$ cat config.mk
export PLATFORM = sky130hd
export DESIGN_NAME = urv_writeback_flat
export DESIGN_NICKNAME = d
export VERILOG_FILES = /design/src/rtl/urv_writeback_pkg.sv /design/src/rtl/urv_writeback_if.sv /design/src/rtl/urv_writeback_load_align.sv /design/src/rtl/urv_writeback.sv /design/src/flat_wrapper.sv
export SDC_FILE = /design/constraint.sdc
export NUM_CORES = 1
export LEC_CHECK = 0
export BUFFER_PORTS_ARGS = -buffer_cell sky130_fd_sc_hd__clkbuf_2
export CAP_MARGIN = 20
export CELL_PAD_IN_SITES_DETAIL_PLACEMENT = 1
export CELL_PAD_IN_SITES_GLOBAL_PLACEMENT = 1
export CORE_MARGIN = 2
export CORE_UTILIZATION = 39
export DETAILED_ROUTE_END_ITERATION = 16
export GPL_TIMING_DRIVEN = 1
export MAX_ROUTING_LAYER = met4
export PLACE_DENSITY_LB_ADDON = 0.2
export SLEW_MARGIN = 40
export SYNTH_ARGS = -nofsm -noshare
export SYNTH_HDL_FRONTEND = slang
export SYNTH_HIERARCHICAL = 1
export SYNTH_SLANG_ARGS = --single-unit
$ cat constraint.sdc
create_clock -name clk_i -period 12.32 [get_ports clk_i]
set_input_delay 3.696 -clock clk_i [delete_from_list [all_inputs] [get_ports clk_i]]
set_output_delay 3.696 -clock clk_i [all_outputs]
set_load 0.02 [all_outputs]
$ cat src/rtl/urv_writeback_pkg.sv
// Shared definitions for the uRV writeback stage.
//  - funct3 encodings of the load instructions handled by the aligner
//  - W-stage FSM state encoding
//  - packed record of everything latched from the execute stage
package urv_writeback_pkg;

    localparam logic [2:0] FUN_LB  = 3'b000;
    localparam logic [2:0] FUN_LH  = 3'b001;
    localparam logic [2:0] FUN_LW  = 3'b010;
    localparam logic [2:0] FUN_LBU = 3'b100;
    localparam logic [2:0] FUN_LHU = 3'b101;

    typedef enum logic [0:0] {
        W_IDLE      = 1'b0,
        W_LOAD_WAIT = 1'b1
    } w_state_t;

    typedef struct packed {
        logic [4:0]  rd;
        logic [31:0] value;
        logic        write;
        logic        load;
        logic [2:0]  fun;
        logic [1:0]  addr;
    } w_stage_t;

endpackage

$ cat src/rtl/urv_writeback_if.sv
// Execute -> writeback handshake.
//  x_valid     execute presents an instruction
//  x_rd        destination register
//  x_rd_value  ALU/CSR result (non-load)
//  x_rd_write  instruction writes rd
//  x_load      instruction is a load
//  x_fun       load funct3
//  x_dm_addr   load address bits [1:0]
//  w_stall     writeback cannot accept; execute holds x_* stable
interface urv_writeback_if;
    logic        x_valid;
    logic [4:0]  x_rd;
    logic [31:0] x_rd_value;
    logic        x_rd_write;
    logic        x_load;
    logic [2:0]  x_fun;
    logic [1:0]  x_dm_addr;
    logic        w_stall;

    modport master (
        output x_valid, x_rd, x_rd_value, x_rd_write, x_load, x_fun, x_dm_addr,
        input  w_stall
    );

    modport slave (
        input  x_valid, x_rd, x_rd_value, x_rd_write, x_load, x_fun, x_dm_addr,
        output w_stall
    );
endinterface

$ cat src/rtl/urv_writeback_load_align.sv
// Load data aligner: picks the addressed byte/half of the data-memory word
// and sign- or zero-extends it to 32 bits. Purely combinational.
//  fun_i    load funct3
//  addr_i   address bits [1:0]
//  data_i   raw data-memory word
//  value_o  extended result (0 for funct3 codes that are not loads)
module urv_writeback_load_align
    import urv_writeback_pkg::*;
(
    input  logic [2:0]  fun_i,
    input  logic [1:0]  addr_i,
    input  logic [31:0] data_i,
    output logic [31:0] value_o
);

    logic [7:0]  byte_lane [4];
    logic [7:0]  sel_byte;
    logic [15:0] sel_half;

    for (genvar gi = 0; gi < 4; gi++) begin : gen_lane
        assign byte_lane[gi] = data_i[8*gi +: 8];
    end

    assign sel_byte = byte_lane[addr_i];
    // Halfword alignment is guaranteed upstream, so only addr[1] matters.
    assign sel_half = addr_i[1] ? data_i[31:16] : data_i[15:0];

    always_comb begin
        value_o = 32'h0;
        case (fun_i)
            FUN_LB:  value_o = {{24{sel_byte[7]}}, sel_byte};
            FUN_LBU: value_o = {24'h0, sel_byte};
            FUN_LH:  value_o = {{16{sel_half[15]}}, sel_half};
            FUN_LHU: value_o = {16'h0, sel_half};
            FUN_LW:  value_o = data_i;
            default: value_o = 32'h0;
        endcase
    end

endmodule

$ cat src/rtl/urv_writeback.sv
// uRV writeback stage: registers the execute result, waits for data-memory
// load completion, aligns load data and drives the register-file write port
// and the W-stage bypass. Optional load timeout raises a one-cycle fault.
//  clk_i, rst_n_i          clock, asynchronous active-low reset
//  x_if (slave)            execute-stage instruction + w_stall back-pressure
//  dm_data_l_i             data-memory read word
//  dm_load_done_i          data-memory load complete (1-cycle pulse)
//  rf_rd_o/value/write     register-file write port
//  w_bypass_rd_write/value bypass toward execute (mirrors rf_*)
//  load_fault_o            1-cycle pulse on load timeout
module urv_writeback
    import urv_writeback_pkg::*;
#(
    parameter int G_LOAD_TIMEOUT = 0,
    parameter int G_TMO_WIDTH    = 8
) (
    input  logic              clk_i,
    input  logic              rst_n_i,
    urv_writeback_if.slave    x_if,
    input  logic [31:0]       dm_data_l_i,
    input  logic              dm_load_done_i,
    output logic [4:0]        rf_rd_o,
    output logic [31:0]       rf_rd_value_o,
    output logic              rf_rd_write_o,
    output logic              w_bypass_rd_write_o,
    output logic [31:0]       w_bypass_rd_value_o,
    output logic              load_fault_o
);

    localparam logic [G_TMO_WIDTH-1:0] TMO_LAST =
        (G_LOAD_TIMEOUT > 0) ? G_TMO_WIDTH'(G_LOAD_TIMEOUT - 1) : '0;

    w_state_t               state_reg;
    w_stage_t               stage_reg;
    logic                   valid_reg;
    logic [G_TMO_WIDTH-1:0] tmo_cnt_reg;

    logic        in_wait;
    logic        load_done;
    logic        load_tmo;
    logic        w_stall;
    logic        capture;
    logic        stage_write;
    logic [31:0] align_value;
    logic [31:0] wb_value;

    assign in_wait   = (state_reg == W_LOAD_WAIT);
    assign load_done = in_wait && dm_load_done_i;
    // A completing load beats a timeout landing in the same cycle.
    assign load_tmo  = (G_LOAD_TIMEOUT > 0) && in_wait && !dm_load_done_i
                       && (tmo_cnt_reg == TMO_LAST);
    assign w_stall   = in_wait && !dm_load_done_i && !load_tmo;
    assign capture   = x_if.x_valid && !w_stall;

    // Stage register, FSM and timeout counter. Whenever the stage is not
    // stalled it retires its current content and takes whatever execute
    // offers, so a load finishing lets the next instruction in without a
    // bubble (including a following load, which re-enters LOAD_WAIT).
    always_ff @(posedge clk_i or negedge rst_n_i) begin
        if (!rst_n_i) begin
            state_reg   <= W_IDLE;
            valid_reg   <= 1'b0;
            stage_reg   <= '0;
            tmo_cnt_reg <= '0;
        end else if (!w_stall) begin
            valid_reg <= x_if.x_valid;
            if (capture) begin
                stage_reg <= '{rd:    x_if.x_rd,
                               value: x_if.x_rd_value,
                               write: x_if.x_rd_write,
                               load:  x_if.x_load,
                               fun:   x_if.x_fun,
                               addr:  x_if.x_dm_addr};
            end
            if (capture && x_if.x_load) begin
                state_reg   <= W_LOAD_WAIT;
                tmo_cnt_reg <= '0;
            end else begin
                state_reg <= W_IDLE;
            end
        end else begin
            tmo_cnt_reg <= tmo_cnt_reg + 1'b1;
        end
    end

    urv_writeback_load_align u_align (
        .fun_i   (stage_reg.fun),
        .addr_i  (stage_reg.addr),
        .data_i  (dm_data_l_i),
        .value_o (align_value)
    );

    // x0 is hard-wired zero: never write or bypass it.
    assign stage_write = valid_reg && stage_reg.write && (stage_reg.rd != 5'd0);
    assign wb_value    = (stage_reg.load && in_wait) ? align_value : stage_reg.value;

    assign x_if.w_stall        = w_stall;
    assign rf_rd_o             = stage_reg.rd;
    assign rf_rd_value_o       = wb_value;
    assign rf_rd_write_o       = stage_write && (!stage_reg.load || load_done);
    assign w_bypass_rd_write_o = rf_rd_write_o;
    assign w_bypass_rd_value_o = wb_value;
    assign load_fault_o        = load_tmo;

endmodule

$ cat src/flat_wrapper.sv
// flat-port wrapper written by rule: the top's interface ports become plain ports
module urv_writeback_flat import urv_writeback_pkg::*;
#(
    parameter int G_LOAD_TIMEOUT = 0,
    parameter int G_TMO_WIDTH    = 8
)
  (clk_i, rst_n_i, dm_data_l_i, dm_load_done_i, rf_rd_o, rf_rd_value_o, rf_rd_write_o, w_bypass_rd_write_o, w_bypass_rd_value_o, load_fault_o, x_if_x_valid, x_if_x_rd, x_if_x_rd_value, x_if_x_rd_write, x_if_x_load, x_if_x_fun, x_if_x_dm_addr, x_if_w_stall);
  urv_writeback_if x_if_i ();
  input  logic clk_i;
  input  logic rst_n_i;
  input  logic [31:0] dm_data_l_i;
  input  logic dm_load_done_i;
  output logic [4:0] rf_rd_o;
  output logic [31:0] rf_rd_value_o;
  output logic rf_rd_write_o;
  output logic w_bypass_rd_write_o;
  output logic [31:0] w_bypass_rd_value_o;
  output logic load_fault_o;
  input wire logic [$bits(x_if_i.x_valid)-1:0] x_if_x_valid;
  input wire logic [$bits(x_if_i.x_rd)-1:0] x_if_x_rd;
  input wire logic [$bits(x_if_i.x_rd_value)-1:0] x_if_x_rd_value;
  input wire logic [$bits(x_if_i.x_rd_write)-1:0] x_if_x_rd_write;
  input wire logic [$bits(x_if_i.x_load)-1:0] x_if_x_load;
  input wire logic [$bits(x_if_i.x_fun)-1:0] x_if_x_fun;
  input wire logic [$bits(x_if_i.x_dm_addr)-1:0] x_if_x_dm_addr;
  output wire logic [$bits(x_if_i.w_stall)-1:0] x_if_w_stall;
  assign x_if_i.x_valid = x_if_x_valid;
  assign x_if_i.x_rd = x_if_x_rd;
  assign x_if_i.x_rd_value = x_if_x_rd_value;
  assign x_if_i.x_rd_write = x_if_x_rd_write;
  assign x_if_i.x_load = x_if_x_load;
  assign x_if_i.x_fun = x_if_x_fun;
  assign x_if_i.x_dm_addr = x_if_x_dm_addr;
  assign x_if_w_stall = x_if_i.w_stall;
  urv_writeback #(.G_LOAD_TIMEOUT(G_LOAD_TIMEOUT), .G_TMO_WIDTH(G_TMO_WIDTH)) u_core (.clk_i(clk_i), .rst_n_i(rst_n_i), .x_if(x_if_i), .dm_data_l_i(dm_data_l_i), .dm_load_done_i(dm_load_done_i), .rf_rd_o(rf_rd_o), .rf_rd_value_o(rf_rd_value_o), .rf_rd_write_o(rf_rd_write_o), .w_bypass_rd_write_o(w_bypass_rd_write_o), .w_bypass_rd_value_o(w_bypass_rd_value_o), .load_fault_o(load_fault_o));
endmodule
==> reports/summary.log, run 1 <==
INFO  outcome        outcome=completed
INFO  yosys          synth-warning-count=6
INFO  clock_tree     cts_num_sinks=46
INFO  sta            holdWs=491.8ps
INFO  setup_path     crit_type=primary input to primary output
INFO  place          dpl.hpwl=6786um
INFO  clock_tree     post-cts-setup-buffer-count=0
INFO  grt            grt_start_max_net_pins=47
INFO  setup_path     worst_ep_arrival=5420ps
INFO  grt            grt_overflow_total=0
INFO  grt            number_of_antenna_violations_at_the_first_check_in_global_routing=0
INFO  worst_hold_path min-delay-start=u_core/valid_reg
INFO  clock_tree     clockRootBuffer=sky130_fd_sc_hd__clkbuf_8
INFO  setup_path     worstReg2RegStart=u_core/in_wait
INFO  yosys          synth.lib_cells_used.distinct=31
INFO  die            floorplan.die.height=97.88um
INFO  finish         drive_gt1_share=65.57%
INFO  die            floorplan.initialDensity=39.80%
INFO  place          globalplace.congestion=0.7871
INFO  worst_hold_path worst_hold_path.num_cells=2
INFO  sta            post-route-period-util=73.97%
INFO  sta            setup_repair_after_global_routing_missed_its_margin=no
INFO  pwr            ir_drop=0.00006459V
INFO  die            boundaryPins=153
INFO  clock_tree     cts_repair_resize_count=0
INFO  finish         number_of_flip_flops_in_the_largest_register=39
INFO  yosys          seq_area_frac_synth=33.49%
INFO  detailed_routing routed-via-count=2512
INFO  grt            grt_pass1_wl=14340um
INFO  yosys          most_numerous_cell_types_in_the_synthesized_netlist=70 x sky130_fd_sc_hd__mux2_4, 46 x sky130_fd_sc_hd__dfrtp_1, 39 x sky130_fd_sc_hd__buf_4, 29 x sky130_fd_sc_hd__nand2_1, 22 x sky130_fd_sc_hd__mux2_2
INFO  pwr            p_leak=2.158nW
INFO  clock_tree     cts_tree=done
INFO  setup_path     critPathMaxFanout=9
INFO  sta            finalSetupTns=0ps
INFO  finish         n_fill_cell=989
INFO  yosys          number_of_standard_cells_after_synthesis=292
INFO  detailed_routing drt_pass1_iterations=5
INFO  grt            vias_in_the_first_global_route=2669
INFO  sta            worst_pin_slew=793.4ps
INFO  worst_hold_path hold_class=flip-flop to flip-flop
INFO  sta            achievable-frequency=109.7MHz
INFO  detailed_routing drt-initial-drc-count=66
INFO  clock_tree     worstSkewPairLatency=310ps
INFO  setup_path     worst_reg2reg_path_endpoint=u_core/stage_reg[26]
INFO  detailed_routing wl=8953um
INFO  yosys          most_frequent_cell_after_synthesis=sky130_fd_sc_hd__mux2_4
INFO  clock_tree     clock_slew_at_reported_path_ffs=100ps
INFO  die            design.die.area=0.009580sqmm
INFO  setup_path     timing.critical_path.from_type=primary input
INFO  finish         syn2layout_area_growth=17.29%
INFO  worst_hold_path holdPathEnd=u_core/valid_reg
INFO  yosys          mappedNetlistArea=0.003437sqmm
INFO  pwr            powerDensity=136.9mW/mm^2
INFO  yosys          yosys_most_used_dff=sky130_fd_sc_hd__dfrtp_1
INFO  detailed_routing postRouteAntennaNets=0
INFO  sta            fin_skew=4.102ps
INFO  setup_path     worst-r2r-setup-slack=10810ps
INFO  yosys          proportion_of_netlist_area_held_by_the_largest_area_contributor=33.49%
INFO  yosys          yosys_top_cell_by_area=sky130_fd_sc_hd__dfrtp_1
INFO  detailed_routing detail_route.wl_per_cell=17.80um
INFO  setup_path     worstRegToRegCells=3
INFO  finish         multiInputGateArea=0.001868sqmm
INFO  yosys          synth-edff-count=0
INFO  yosys          synth_seq_cells=46
INFO  clock_tree     clock_tree.htree_level_count=2
INFO  die            floorplan.rows=34
INFO  clock_tree     cts_max_path_buffers=2
INFO  setup_path     critPathRequiredTime=8620ps
INFO  yosys          synth_area_leaders=sky130_fd_sc_hd__dfrtp_1 33%, sky130_fd_sc_hd__mux2_4 31%, sky130_fd_sc_hd__buf_4 8.5%
INFO  finish         layout.nets=474
INFO  setup_path     crit_path_end_kind=primary output
INFO  detailed_routing vias_per_cell=4.994
INFO  run            cap_viol_max_count=0
INFO  die            die_x=97.88um
INFO  finish         antenna-diode-count=0
INFO  finish         sequential_cell_area=0.001152sqmm
INFO  detailed_routing post-route-drc-count=0
INFO  sta            final-setup-viol-count=0
INFO  sta            finalMaxSlewViolations=0
INFO  yosys          postSynthNetCount=372
INFO  clock_tree     numCtsBuffers=5
INFO  sta            post-route-min-period=9113ps
INFO  place          numPortBuffers=151
INFO  clock_tree     hold_buffers=0
INFO  grt            globalRouteTotalUtil=19.32%
INFO  die            core_ar=0.008636sqmm
INFO  yosys          synth-async-reset-ratio=100.0%
INFO  sta            final-hold-violation-count=0
INFO  sta            timing.slew.headroom=47.11%
INFO  yosys          syn_avg_cell_area=11.77squm
worst max-delay path by stage:
stage                    start  slack, ps                      end
2_1_floorplan  dm_data_l_i[15]       3230  w_bypass_rd_value_o[29]
3_3_place_gp   dm_data_l_i[15]       3240   w_bypass_rd_value_o[8]
3_5_place_dp   dm_data_l_i[15]       3250   w_bypass_rd_value_o[8]
4_1_cts        dm_data_l_i[15]       3250   w_bypass_rd_value_o[8]
5_1_grt        dm_data_l_i[31]       3130   w_bypass_rd_value_o[8]
6_report       dm_data_l_i[15]       3210   w_bypass_rd_value_o[8]
cell families after synthesis:
logic type / synth area share [%]
AO/OA/AOI/OAI: 7.354
buffers and inverters: 12.96
flip-flops: 33.49
multiplexers: 40.30
other: 0.1091
AND/OR/NAND/NOR: 5.788
layout by cell type (no fill, tap or decap), drive strengths merged, types with 2 or more instances in the layout:
master  Yosys  layout
a22oi       8       8
nor2b       2       2
inv         3       4
nor3b       3       3
mux2       92      92
o21ai      14      14
nand2      31      31
dfrtp      46      46
clkbuf      7     156
buf        51       2
a21oi      16      16
mux2i       6       6
stage by stage:
step / cell area, sq um / cells / util (%) / total power, mW / setup WS, ps
floorplan: 3437 / 292 / - / 0.4096 / 3226
global placement: 3914 / 495 / 45.32 / 0.4526 / 3240
detailed placement: 3929 / 495 / 45.49 / 0.4579 / 3247
CTS: 4023 / 503 / 46.58 / 0.5603 / 3248
global route: 4031 / 503 / 46.68 / 0.5871 / 3128
finish: 4031 / 503 / 46.68 / 0.5520 / 3207
routing by layer:
metal,vias to the layer above,wire [um],track usage [%]
met5,-,0,-
met4,0,84,4.167
met3,9,509,3.794
met2,89,4238,31.03
met1,1222,4121,25.43
li1,1192,-,-
power breakdown:
part	internal, mW	switching, mW
logic	0.120	0.138
registers	0.171	0.0221
clock network	0.0411	0.0590
total	0.333	0.220
worst max-delay path, stage by stage:
cell and delay (ps):
sky130_fd_sc_hd__clkbuf_2 100, sky130_fd_sc_hd__mux2_2 280, sky130_fd_sc_hd__a22oi_1 600, sky130_fd_sc_hd__o21ai_0 250, sky130_fd_sc_hd__mux2_4 320, sky130_fd_sc_hd__clkbuf_2 160
area by class of cell:
cell class | count | area share [%]
clock buffer | 5 | 1.707
timing repair buffer | 153 | 19.12
sequential | 46 | 28.58
inverter | 3 | 0.2793
clock inverter | 3 | 0.6207
multi-input combinational | 185 | 46.34
tap | 108 | 3.352
No activity file was read; power rests on OpenSTA's default activity.
==> run 2: changes to the inputs <==
Settings changed: CORE_UTILIZATION 39 to 33.
Clock period 12.32 ns to 7.7 ns, I/O delays scaled along.
==> run 2 against run 1 <==
Net effect: non-clock buffer count unchanged; power up 66%; die area up 17%; clock-buffer cell count unchanged; first-iteration DRC count up 29%; highest routed layer unchanged; worst setup slack worse by 1800 ps; core utilization down 6.7 points; critical path depth unchanged; sequential share of layout area down 0.41 points; clock power up 92%; clock skew up 2.5 ps; register-to-register slack worse by 4600 ps; critical endpoint is now rf_rd_value_o[14].
==> reports/summary.log, run 2 (same netlist as run 1, synthesis figures left out) <==
INFO  detailed_routing detail_route.wl_per_cell=17.10um [was 17.80 um]
INFO  die            floorplan.initialDensity=33.59% [was 39.80%]
INFO  place          globalplace.congestion=0.7688 [was 0.7871]
INFO  setup_path     worst_ep_arrival=3940ps [was 5420 ps]
INFO  finish         fin_util=39.98% [was 46.68%]
INFO  sta            fin_skew=6.622ps [was 4.102 ps]
INFO  clock_tree     cts_tree=done [unchanged]
INFO  setup_path     critPathMaxFanout=9 [unchanged]
INFO  setup_path     critical_path.n_buffers_inverters=2 [unchanged]
INFO  detailed_routing drt_pass1_iterations=4 [was 5]
INFO  run            cap_viol_max_count=0 [unchanged]
INFO  clock_tree     worstSkewPairLatency=300ps [was 310 ps]
INFO  sta            achievable-frequency=160.0MHz
INFO  clock_tree     cts_repair_resize_count=0 [unchanged]
INFO  setup_path     crit_type=primary input to primary output [unchanged]
INFO  grt            use_met1=22.18% [was 25.43%]
INFO  die            boundaryPins=153 [unchanged]
INFO  setup_path     crit_slowest_cell=sky130_fd_sc_hd__a22oi_1 [unchanged]
INFO  finish         syn2layout_area_growth=19.00% [was 17.29%]
INFO  grt            gr-usage-met3=3.311% [was 3.794%]
INFO  sta            finalMaxSlewViolations=0 [unchanged]
INFO  detailed_routing routed-via-count=2495 [was 2512]
INFO  die            design.die.area=0.01125sqmm [was 0.009580 sq mm]
INFO  clock_tree     hold_buffers=0 [unchanged]
INFO  clock_tree     cts_max_path_buffers=2 [unchanged]
INFO  grt            grt_overflow_total=0 [unchanged]
INFO  grt            number_of_antenna_violations_at_the_first_check_in_global_routing=0 [unchanged]
INFO  pwr            p_leak=2.169nW [was 2.158 nW]
INFO  finish         final_cell_mix=151 x sky130_fd_sc_hd__clkbuf_2, 70 x sky130_fd_sc_hd__mux2_4, 45 x sky130_fd_sc_hd__dfrtp_1 [unchanged]
INFO  worst_hold_path hold_class=flip-flop to flip-flop [unchanged]
INFO  pwr            powerDensity=223.4mW/mm^2 [was 136.9 mW/mm^2]
INFO  grt            globalRouteTotalUtil=16.46% [was 19.32%]
INFO  sta            finalSetupTns=0ps [unchanged]
INFO  sta            final-hold-violation-count=0 [unchanged]
INFO  outcome        outcome=completed [unchanged]
INFO  place          dpl.hpwl=6791um [was 6786 um]
INFO  sta            post-route-min-period=6250ps
INFO  die            floorplan.die.height=106.1um [was 97.88 um]
INFO  pwr            ir_drop=0.00008575V [was 0.00006459 V]
INFO  detailed_routing wl=9080um [was 8953 um]
INFO  setup_path     crit_path_cell_trace=clkbuf_2 -> mux2_2 -> a22oi_1 -> o21ai_0 -> mux2_4 -> clkbuf_2 [unchanged]
INFO  die            core_ar=0.01023sqmm [was 0.008636 sq mm]
INFO  setup_path     crit_family=compound AO/OA/AOI/OAI gates [unchanged]
INFO  setup_path     cpPeakStageDelay=580ps [was 600 ps]
INFO  sta            worst_pin_slew=814.5ps [was 793.4 ps]
INFO  detailed_routing vias_per_cell=4.699 [was 4.994]
INFO  clock_tree     clock_slew_at_reported_path_ffs=100ps [about the same]
INFO  detailed_routing post-route-drc-count=0 [unchanged]
INFO  detailed_routing drt-initial-drc-count=85 [was 66]
INFO  finish         finish.cell_count_without_fillers=531 [was 503]
INFO  sta            post-route-period-util=81.17%
INFO  detailed_routing postRouteAntennaNets=0 [unchanged]
INFO  sta            holdWs=502.2ps [was 491.8 ps]
INFO  finish         drive_gt1_share=65.57% [unchanged]
INFO  finish         layout.nets=474 [unchanged]
INFO  setup_path     critPathRequiredTime=5390ps [was 8620 ps]
INFO  sta            postLayoutSetupSlackWorst=1450ps [was 3207 ps]
INFO  sta            final-setup-viol-count=0 [unchanged]
INFO  clock_tree     clockRootBuffer=sky130_fd_sc_hd__clkbuf_8 [unchanged]
INFO  grt            grt_pass1_wl=13990um [was 14340 um]
INFO  clock_tree     cts_num_sinks=46 [unchanged]
INFO  setup_path     crit_path_end_kind=primary output [unchanged]
INFO  clock_tree     post-cts-setup-buffer-count=0 [unchanged]
INFO  grt            vias_in_the_first_global_route=2532 [was 2669]
INFO  setup_path     timing.critical_path.from_type=primary input [unchanged]
INFO  die            floorplan.rows=37 [was 34]
INFO  clock_tree     numCtsBuffers=5 [unchanged]
INFO  grt            grt_util_met2=26.13% [was 31.03%]
INFO  grt            top_usage_layer=met2 [unchanged]
INFO  setup_path     path_common_cell=sky130_fd_sc_hd__clkbuf_2 [unchanged]
INFO  finish         number_of_flip_flops_in_the_largest_register=39 [unchanged]
INFO  place          placed_cells=523 [was 495]
INFO  sta            timing.slew.headroom=45.70% [was 47.11%]
INFO  finish         layout_commonest_cell=sky130_fd_sc_hd__clkbuf_2 [unchanged]
INFO  place          numPortBuffers=151 [unchanged]
INFO  finish         antenna-diode-count=0 [unchanged]
INFO  grt            grt_start_max_net_pins=47 [unchanged]
INFO  place          dp_slack=1467ps [was 3247 ps]
INFO  clock_tree     clock_tree.htree_level_count=2 [unchanged]
INFO  die            die_x=106.1um [was 97.88 um]
INFO  sta            setup_repair_after_global_routing_missed_its_margin=no [unchanged]
[run 2: changes by cell type in the layout (fill, tap and decap cells not counted)]
cell,delta
sky130_fd_sc_hd__inv_6,-1
sky130_fd_sc_hd__inv_8,+1
sky130_fd_sc_hd__clkinv_4,-1
sky130_fd_sc_hd__bufinv_16,+1
[run 2: final timing paths]
check / startpoint / to / slack (ps) / cells after the start
max: dm_data_l_i[15] / rf_rd_value_o[14] / 1450 / 6
min: u_core/valid_reg / u_core/valid_reg / 500 / 2
max reg2reg: u_core/in_wait / u_core/stage_reg[4] / 6170 / 3
min reg2reg: u_core/valid_reg / u_core/valid_reg / 500 / 2
max in group asynchronous: rst_n_i / u_core/stage_reg[4] / 5160 / 2
min in group asynchronous: rst_n_i / u_core/stage_reg[9] / 2090 / 2
[run 2: report_power, final]
group	internal, mW	switching, mW	leakage, nW	total, mW
Clock	0.0990	0.0925	0.0563	0.192
Sequential	0.274	0.0360	0.537	0.310
Combinational	0.192	0.220	1.58	0.412
[run 2: layout make-up]
type                            instances  area (sq um)
Sequential cell                        46          1152
Clock buffer                            5         68.82
Clock inverter                          3         48.80
Inverter                                3         11.26
Timing Repair Buffer                  153         770.7
Multi-Input combinational cell        185          1868
Tap cell                              136         170.2
Fill cell                            1188          6141
[run 2: worst min-delay path, delay by kind of cell (launching register included)]
kind             cells  cell delay (ps)
flip-flops           1              360
AND/OR/NAND/NOR      2              110
[run 2: stage by stage]
| step | power (mW) | instance area, sq um |
|---|---|---|
| global route | 0.9722 | 4090 |
| CTS | 0.9337 | 4081 |
| finish | 0.9139 | 4090 |
| global placement | 0.7265 | 3949 |
| floorplan | 0.6553 | 3437 |
| detailed placement | 0.7322 | 3964 |
[run 2: layer usage]
metal / part of all wire (%) / wire length [um] / vias to the layer above
li1: - / - / 1195
met1: 47 / 4228 / 1216
met2: 48 / 4379 / 82
met3: 5.1 / 462 / 2
met4: 0.11 / 10 / 0
met5: 0 / 0 / -
==> run 3: changes to the inputs <==
Clock period 7.7 ns to 5.28 ns, I/O delays scaled along.
==> run 3 against run 2 <==
Net effect: cell count is 0.56% higher; power is 39% higher; largest cell class unchanged; clock power is 14% higher.
==> reports/summary.log, run 3 (same netlist as run 1, synthesis figures left out) <==
INFO  outcome        outcome=completed [unchanged]
INFO  clock_tree     worstSkewPairLatency=300ps [about the same]
INFO  clock_tree     hold_buffers=0 [unchanged]
INFO  setup_path     worstRegToRegCells=3 [unchanged]
INFO  finish         syn2layout_area_growth=18.53% [was 19.00%]
INFO  clock_tree     cts_tree=done [unchanged]
INFO  setup_path     critPathMaxFanout=16 [was 9]
INFO  clock_tree     numCtsBuffers=5 [unchanged]
INFO  detailed_routing post-route-drc-count=0 [unchanged]
INFO  setup_path     worst-r2r-setup-slack=3780ps [was 6170 ps]
INFO  die            floorplan.initialDensity=33.59% [unchanged]
INFO  setup_path     timing.critical_path.to=w_bypass_rd_value_o[16] [was rf_rd_value_o[14]]
INFO  detailed_routing drt-initial-drc-count=87 [was 85]
INFO  finish         final_cell_mix=151 x sky130_fd_sc_hd__clkbuf_2, 70 x sky130_fd_sc_hd__mux2_4, 46 x sky130_fd_sc_hd__dfrtp_1 [was 151 x sky130_fd_sc_hd__clkbuf_2, 70 x sky130_fd_sc_hd__mux2_4, 45 x sky130_fd_sc_hd__dfrtp_1]
INFO  sta            post-route-min-period=4744ps
INFO  sta            finalSetupTns=0ps [unchanged]
INFO  clock_tree     clockRootBuffer=sky130_fd_sc_hd__clkbuf_8 [unchanged]
INFO  finish         antenna-diode-count=0 [unchanged]
INFO  setup_path     worstReg2RegStart=u_core/in_wait [unchanged]
INFO  sta            final-hold-violation-count=0 [unchanged]
INFO  detailed_routing wl=9079um [was 9080 um]
INFO  setup_path     worst_ep_arrival=3160ps [was 3940 ps]
INFO  setup_path     crit_path_end_kind=primary output [unchanged]
INFO  pwr            powerDensity=312.8mW/mm^2 [was 223.4 mW/mm^2]
INFO  die            boundaryPins=153 [unchanged]
INFO  pwr            swShare=39.08% [was 38.15%]
INFO  clock_tree     clock_tree.htree_level_count=2 [unchanged]
INFO  place          dpl.hpwl=6946um [was 6791 um]
INFO  sta            setup_repair_after_global_routing_missed_its_margin=no [unchanged]
INFO  die            floorplan.rows=37 [unchanged]
INFO  clock_tree     post-cts-setup-buffer-count=0 [unchanged]
INFO  sta            timing.slew.headroom=47.94% [was 45.70%]
INFO  finish         drive_gt1_share=65.33% [was 65.57%]
INFO  pwr            share_seq_of_total_power=34.8% [was 33.9%]
INFO  worst_hold_path hold_class=flip-flop to flip-flop [unchanged]
INFO  setup_path     crit_slowest_cell=sky130_fd_sc_hd__a222oi_1 [was sky130_fd_sc_hd__a22oi_1]
INFO  detailed_routing drt_pass1_iterations=4 [unchanged]
INFO  pwr            internal-power=0.7763mW [was 0.5653 mW]
INFO  grt            grt_start_max_net_pins=47 [unchanged]
INFO  sta            worst_pin_slew=780.9ps [was 814.5 ps]
INFO  die            die_x=106.1um [unchanged]
INFO  setup_path     critPathRequiredTime=3700ps [was 5390 ps]
INFO  grt            grt_pass1_wl=13720um [was 13990 um]
INFO  clock_tree     cts_max_path_buffers=2 [unchanged]
INFO  grt            grt_overflow_total=0 [unchanged]
INFO  sta            finalMaxSlewViolations=0 [unchanged]
INFO  setup_path     worst_reg2reg_path_endpoint=u_core/stage_reg[26] [was u_core/stage_reg[4]]
INFO  clock_tree     cts_num_sinks=46 [unchanged]
INFO  sta            final-setup-viol-count=0 [unchanged]
INFO  sta            achievable-frequency=210.8MHz
INFO  setup_path     path_common_cell=sky130_fd_sc_hd__clkbuf_2 [unchanged]
INFO  detailed_routing routed-via-count=2562 [was 2495]
INFO  setup_path     crit_path_cell_trace=clkbuf_2 -> mux2_2 -> a222oi_1 -> buf_4 -> a21oi_1 -> mux2_4 -> clkbuf_2 [was clkbuf_2 -> mux2_2 -> a22oi_1 -> o21ai_0 -> mux2_4 -> clkbuf_2]
INFO  grt            number_of_antenna_violations_at_the_first_check_in_global_routing=0 [unchanged]
INFO  finish         number_of_flip_flops_in_the_largest_register=39 [unchanged]
INFO  pwr            p_switching=0.4981mW [was 0.3486 mW]
INFO  place          numPortBuffers=151 [unchanged]
INFO  run            cap_viol_max_count=0 [unchanged]
INFO  sta            holdWs=502.3ps [was 502.2 ps]
INFO  clock_tree     cts_repair_resize_count=0 [unchanged]
INFO  pwr            ir_drop=0.0001353V [was 0.00008575 V]
INFO  detailed_routing vias_per_cell=4.798 [was 4.699]
INFO  detailed_routing postRouteAntennaNets=0 [unchanged]
INFO  detailed_routing detail_route.wl_per_cell=17.00um [was 17.10 um]
INFO  setup_path     crit_type=primary input to primary output [unchanged]
INFO  grt            globalRouteTotalUtil=16.13% [was 16.46%]
INFO  place          globalplace.congestion=0.7659 [was 0.7688]
INFO  pwr            p_leak=2.171nW [was 2.169 nW]
INFO  setup_path     timing.critical_path.from_type=primary input [unchanged]
INFO  die            design.die.area=0.01125sqmm [unchanged]
INFO  clock_tree     clock_slew_at_reported_path_ffs=90ps [was 100 ps]
INFO  die            core_ar=0.01023sqmm [unchanged]
INFO  setup_path     cpPeakStageDelay=320ps [was 580 ps]
INFO  die            floorplan.die.height=106.1um [unchanged]
INFO  sta            fin_skew=6.168ps [was 6.622 ps]
INFO  finish         layout_commonest_cell=sky130_fd_sc_hd__clkbuf_2 [unchanged]
INFO  pwr            pwr-share-clk=17.2% [was 21.0%]
INFO  sta            post-route-period-util=89.85%
INFO  setup_path     worst_setup_path_startpoint=dm_data_l_i[15] [unchanged]
INFO  finish         layout.nets=477 [was 474]
INFO  pwr            pwr-share-comb=48.0% [was 45.1%]
INFO  grt            vias_in_the_first_global_route=2548 [was 2532]
## run 3: cell type report
cell class	instances	area, sq um
fillers	1179	6157
multi-input cells	185	1862
flip-flops and latches	46	1151
repair buffers	156	793.3
well taps	136	170.2
clock buffers	6	72.57
clock inverters	2	13.76
inverters	3	11.26
## run 3: worst min path at each step
stage	slack (ps)	from	cells after the start	end
floorplan	450	u_core/valid_reg	2	u_core/valid_reg
global placement	460	u_core/valid_reg	2	u_core/valid_reg
detailed placement	480	u_core/valid_reg	2	u_core/valid_reg
CTS	510	u_core/valid_reg	2	u_core/valid_reg
global route	530	u_core/stage_reg[7]	1	u_core/stage_reg[7]
finish	500	u_core/valid_reg	2	u_core/valid_reg
## run 3: critical path: cells and delay by family
| kind | cells | cell delay [ps] |
|---|---|---|
| buffers and inverters | 3 | 540 |
| AOI/OAI and AO/OA | 2 | 460 |
| muxes | 2 | 580 |
## run 3: per-stage QoR
stage / total power [mW] / area [sq um] / cells / util, % / worst slack [ps]
2_1_floorplan: 0.9556 / 3437 / 292 / - / 410.3
3_3_place_gp: 1.064 / 3971 / 526 / 38.82 / 549.1
3_5_place_dp: 1.071 / 3979 / 526 / 38.89 / 544.8
4_1_cts: 1.303 / 4065 / 534 / 39.73 / 527.2
5_1_grt: 1.349 / 4074 / 534 / 39.82 / 443.6
6_report: 1.274 / 4074 / 534 / 39.82 / 536.1
## run 3: routing by layer
metal	global-route usage (%)	part of all wire [%]
met5	-	0
met4	3.383	0.47
met3	2.636	4.4
met2	26.41	49
met1	21.19	46
## run 3: power by group through the flow
stage	Combinational (mW)	Clock [mW]	Sequential (mW)
after global placement	0.617	0	0.447
after detailed placement	0.620	0	0.451
after CTS	0.622	0.237	0.444
after global routing	0.657	0.242	0.451
after floorplan	0.527	0	0.429
final	0.612	0.219	0.444
